===== config.mk =====
export PLATFORM = sky130hd
export DESIGN_NAME = fp_adder_arbiter
export DESIGN_NICKNAME = d
export VERILOG_FILES = /design/src/rtl/fp_adder_arbiter.sv
export SDC_FILE = /design/constraint.sdc
export NUM_CORES = 1
export LEC_CHECK = 0
export BUFFER_PORTS_ARGS = -buffer_cell sky130_fd_sc_hd__buf_2
export CELL_PAD_IN_SITES_DETAIL_PLACEMENT = 2
export CELL_PAD_IN_SITES_GLOBAL_PLACEMENT = 2
export CORE_AREA = 2 2 300 302
export CTS_CLUSTER_SIZE = 25
export DETAILED_ROUTE_END_ITERATION = 12
export DIE_AREA = 0 0 302 304
export GPL_TIMING_DRIVEN = 0
export HOLD_SLACK_MARGIN = 0.03
export PLACE_DENSITY_LB_ADDON = 0.3
export SYNTH_ARGS = -nofsm -noshare
export SYNTH_HDL_FRONTEND = slang
export SYNTH_SLANG_ARGS = --single-unit

===== constraint.sdc =====
create_clock -name clk -period 4.7 [get_ports clk]
set_input_delay 1.41 -clock clk [delete_from_list [all_inputs] [get_ports clk]]
set_output_delay 1.41 -clock clk [all_outputs]
set_load 0.03 [all_outputs]

===== src/rtl/fp_adder_arbiter.sv =====
// fp_adder_arbiter: round-robin sequencer sharing one combinational 4-operand FP32 adder among requesters
module fp_adder_arbiter #(
    parameter int NUM_REQ = 4,
    parameter int ID_W    = 2,
    parameter int CTRL_W  = 1
) (
    input  logic                  clk,
    input  logic                  rst_n,
    input  logic [NUM_REQ-1:0]    req_valid,
    output logic [NUM_REQ-1:0]    req_ready,
    input  logic [NUM_REQ*32-1:0] req_a,
    input  logic [NUM_REQ*32-1:0] req_b,
    input  logic [NUM_REQ*32-1:0] req_c,
    input  logic [NUM_REQ*32-1:0] req_d,
    input  logic [NUM_REQ*3-1:0]  req_subop,
    input  logic [NUM_REQ*3-1:0]  req_rm,
    input  logic [CTRL_W-1:0]     ctrl_cfg,
    output logic [31:0]           add_a,
    output logic [31:0]           add_b,
    output logic [31:0]           add_c,
    output logic [31:0]           add_d,
    output logic [2:0]            add_subop,
    output logic [2:0]            add_rm,
    output logic [CTRL_W-1:0]     add_control,
    input  logic [31:0]           add_out,
    input  logic [4:0]            add_flags,
    output logic                  rsp_valid,
    input  logic                  rsp_ready,
    output logic [ID_W-1:0]       rsp_id,
    output logic [31:0]           rsp_data,
    output logic [4:0]            rsp_flags,
    output logic [4:0]            sticky_flags,
    input  logic                  flags_clr,
    output logic                  busy
);
    typedef enum logic [1:0] {IDLE, EXEC, RESP} stateT;
    stateT state, stateNext;
    logic [ID_W-1:0] rrPtr, idReg, grantId;
    logic [NUM_REQ-1:0] grantOh;
    logic found, window, grant, rspFire;
    logic [31:0] opA, opB, opC, opD, resData;
    logic [2:0] opSubop, opRm;
    logic [4:0] resFlags, sticky;

    // Scan requesters starting just after the last winner; first valid one wins
    always_comb begin
        grantOh = '0;
        grantId = rrPtr;
        found = 1'b0;
        for (int k = 1; k <= NUM_REQ; k++) begin
            if (!found && req_valid[(int'(rrPtr) + k) % NUM_REQ]) begin
                found = 1'b1;
                grantId = ID_W'((int'(rrPtr) + k) % NUM_REQ);
                grantOh[(int'(rrPtr) + k) % NUM_REQ] = 1'b1;
            end
        end
    end

    // A new op may start when idle, or when the pending response leaves this cycle
    assign window    = rst_n && (state == IDLE || (state == RESP && rsp_ready));
    assign grant     = window && found;
    assign rspFire   = state == RESP && rsp_ready;
    assign req_ready = window ? grantOh : '0;

    // Next-state: EXEC always lasts one cycle; RESP waits for the consumer
    always_comb begin
        stateNext = state;
        stateNext = (state == EXEC) ? RESP :
                    grant ? EXEC :
                    (state == RESP && !rsp_ready) ? RESP : IDLE;
    end

    // State register
    always_ff @(posedge clk or negedge rst_n) begin
        if (!rst_n) state <= IDLE;
        else state <= stateNext;
    end

    // Capture the winner's operands, id and round-robin position on grant
    always_ff @(posedge clk or negedge rst_n) begin
        if (!rst_n) begin
            opA <= '0;
            opB <= '0;
            opC <= '0;
            opD <= '0;
            opSubop <= '0;
            opRm <= '0;
            idReg <= '0;
            rrPtr <= ID_W'(NUM_REQ - 1);
        end else if (grant) begin
            opA <= req_a[int'(grantId)*32 +: 32];
            opB <= req_b[int'(grantId)*32 +: 32];
            opC <= req_c[int'(grantId)*32 +: 32];
            opD <= req_d[int'(grantId)*32 +: 32];
            opSubop <= req_subop[int'(grantId)*3 +: 3];
            opRm <= req_rm[int'(grantId)*3 +: 3];
            idReg <= grantId;
            rrPtr <= grantId;
        end
    end

    // Register the adder result at the end of EXEC
    always_ff @(posedge clk or negedge rst_n) begin
        if (!rst_n) begin
            resData <= '0;
            resFlags <= '0;
        end else if (state == EXEC) begin
            resData <= add_out;
            resFlags <= add_flags;
        end
    end

    // Sticky flags accumulate accepted responses; a clear keeps only the current handshake
    always_ff @(posedge clk or negedge rst_n) begin
        if (!rst_n) sticky <= '0;
        else sticky <= flags_clr ? (rspFire ? resFlags : 5'b0) : (rspFire ? sticky | resFlags : sticky);
    end

    assign add_a        = opA;
    assign add_b        = opB;
    assign add_c        = opC;
    assign add_d        = opD;
    assign add_subop    = opSubop;
    assign add_rm       = opRm;
    assign add_control  = ctrl_cfg;
    assign rsp_valid    = state == RESP;
    assign rsp_id       = idReg;
    assign rsp_data     = resData;
    assign rsp_flags    = resFlags;
    assign sticky_flags = sticky;
    assign busy         = state != IDLE;
endmodule


==> run_results.csv <==
group,metric,value,unit
outcome,status,"completed",
grt,grt_pass1_vias,13000,
cts,numCtsBuffers,17,
cts,htreeDepth,4,
sta,setup_ws,0.281,ns
setup_path,cp-start-kind,"flip-flop",
setup_path,startpoint,"rrPtr[0]",
floorplanning,coreArea,89000,µm²
pwr,power_frac_seq,18.3,%
floorplanning,rows,110,
yosys,synthDistinctLibCells,39,
yosys,syn-mean-instance-area,11.9,µm²
cts,clock_path_buffers,2,
setup_path,r2r-start,"rrPtr[0]",
pwr,pwr_density_cell,884,nW/µm²
layout,final_core_util,19.2,%
yosys,synth_seq_area_share,41.3,%
worst_hold_path,hp-class,"reg2reg",
floorplanning,dieWidth,302,µm
sta,finalSetupViolCount,0,
grt,grt-ovfl-total,0,
setup_path,end_kind,"primary output",
cts,clock_sinks,182,
grt,grt_antenna_before_repair,12,
place,io_buffers,763,
layout,drive_gt1_share,58.3,%
floorplanning,io_pins,767,
cts,cts_tree,"done",
floorplanning,initial_core_util,12.4,%
setup_path,crit_required,3.29,ns
yosys,yosysWarnings,0,
cts,holdBufCountCts,0,
sta,clock_skew,0.0177,ns
sta,period_share,94.0,%
place,dp_slack,-1.14,ns
pwr,switchingPower,7.91,mW
yosys,synth_flop_cell,"dfrtp_1",
sta,hold_ws,0.488,ns
layout,finalNetCount,2301,
drt,vias,11100,
place,place_inst,2865,
pwr,p_total,15.1,mW
place,dp_hpwl,52700,µm
yosys,yosysTopAreaCellShare,40.8,%
grt,grt_pass1_wl,90500,µm
setup_path,arrival,3.01,ns
sta,slew_viol_final,0,
pwr,irDropWorstVdd,0.334,mV
yosys,synth_edf_count,0,
sta,slew_headroom,47.2,%
yosys,synthesis.nets,1515,
sta,finalCriticalPeriod,4.42,ns
sta,hold_viol,0,
grt,grt_start_max_net_pins,98,
cts,clock_latency,0.49,ns
pwr,p_sw_share,52.4,%
sta,rsz0062_at_grt,"false",
yosys,synth.largest_area_cell,"dfrtp_1",
cts,cts_root_buffer,"clkbuf_16",
layout,syn_to_final_growth,54.7,%
yosys,syn_area,11000,µm²
layout,nFillCells,10200,
drt,drtIter0Drc,300,
drt,detail_route.wl_per_cell,22.0,µm
floorplanning,fp.dieH,304,µm
pwr,p_comb_share,71.1,%
setup_path,path_class,"reg2out",
layout,fin_area,17100,µm²
job,drv_cap,0,
sta,tns,0,ns
grt,track_usage,13.6,%
yosys,ys_ff_latch,182,
layout,fin_cells,2909,
sta,tightest_slew,0.792,ns
yosys,syn_inst,925,
sta,timing.fmax,226,MHz
place,gp_congestion,0.851,
yosys,ys_async_sr_fraction,100,%
drt,wl,63900,µm
floorplanning,dieArea,91800,µm²
worst_hold_path,hold_start,"rsp_id[1]",
yosys,synth_area_leaders,"dfrtp_1 41%, mux2i_1 24%, a221oi_2 12%",
place,placed_area,16400,µm²
setup_path,worstPathMaxFanout,10,
cts,clkTransAtPathRegs,0.08,ns
pwr,power_frac_clock,10.7,%
drt,drc,0,
drt,drt-vias-per-instance,3.82,
drt,drt_pass1_iterations,4,
pwr,p_leak,8.33,nW
drt,postRouteAntennaNets,0,
pwr,intPower,7.17,mW
kinds of logic (layout without fill, tap and decap cells):
kind of cell | count (synthesis) | count (layout) | synth area share (%)
buffers and inverters | 93 | 891 | 4.88
xor gates and xnor gates | 2 | 2 | 0.329
and+or+nand+nor | 173 | 173 | 6.38
AOI/OAI and AO/OA | 158 | 158 | 17.3
muxes | 309 | 309 | 28.9
other | 0 | 10 | 0
DFF | 182 | 182 | 41.3
adders and majority gates | 8 | 8 | 0.908
worst max-delay path: stages (launching register included):
cell      delay [ns]
dfstp_2         0.55
buf_4           0.19
inv_1           0.18
ha_4            0.35
mux4_2          0.49
buf_2           0.19
a221oi_1        0.30
nor2_1          0.07
buf_2           0.19
timing repair:
item	in CTS	in global routing
buffers inserted	1	2
setup endpoints to repair	123	51
resized for setup	6	11
layer usage:
metal	GRT usage [%]	up-vias	wire (µm)
met1	14.7	5556	24200
met2	25.3	381	34300
met3	3.74	59	3960
li1	-	5094	-
met4	4.58	8	1370
met5	0	-	59
final timing paths:
path	end	slack, ns	cells after the start
worst max-delay path	req_ready[1]	0.28	8
worst min-delay path	rsp_id[1]	0.49	1
worst max register to register	add_b[4]	0.73	11
worst min register to register	rsp_id[1]	0.49	1
max in group asynchronous	add_subop[0]	2.82	2
min in group asynchronous	add_c[10]	0.82	1
layout by cell type, fill, tap and decap left out, types with 2 or more instances in the layout:
master / n
nand2_1: 10
inv_1: 10
a21o_1: 2
mux2i_1: 266
nand2b_1: 5
inv_8: 5
clkbuf_16: 17
nor2_1: 145
a22oi_1: 4
bufinv_16: 2
clkinvlp_4: 2
inv_6: 3
mux4_2: 3
buf_12: 2
ha_1: 7
a221oi_1: 48
o22ai_1: 2
dfrtp_1: 180
clkbuf_1: 18
clkbuf_2: 6
or2_2: 2
buf_4: 26
o21ai_0: 7
mux2_2: 39
a221oi_2: 90
and2_1: 3
diode_2: 10
buf_2: 786
buf_6: 9
dfstp_2: 2
registers in the layout, indices dropped and copies added (netlist names), 3 cells and up:
register,flops
add_a,32
add_b,32
add_c,32
add_d,32
add_rm,3
add_subop,3
rsp_data,32
rsp_flags,5
sticky_flags,5
synth_stat cells (8+ instances only):
cell and number:
mux2i_1 266, dfrtp_1 180, nor2_1 145, a221oi_2 90, a221oi_1 48, mux2_2 39, buf_2 25, clkbuf_1 24
buf_4 23, inv_1 10, nand2_1 10, buf_6 9, ha_1 8
layout make-up:
type | count | area, µm² | share of cell area [%]
Clock inverter | 14 | 183 | 1.07
Inverter | 11 | 43.8 | 0.257
Clock buffer | 17 | 425 | 2.49
Tap cell | 1176 | 1470 | 8.62
Timing Repair Buffer | 767 | 3900 | 22.8
Buffer | 82 | 507 | 2.97
Multi-Input combinational cell | 650 | 5950 | 34.9
Antenna cell | 10 | 25.0 | 0.147
Sequential cell | 182 | 4560 | 26.7
power by group through the flow:
stage               Sequential [mW]  Clock [mW]  Combinational (mW)
finish                         2.76        1.61                10.7
global route                   2.86        1.74                11.5
CTS                            2.77        1.71                11.1
floorplan                      4.14           0                6.02
global placement               2.77           0                10.9
detailed placement             2.80           0                11.0
No activity file was read; power rests on OpenSTA's default activity.
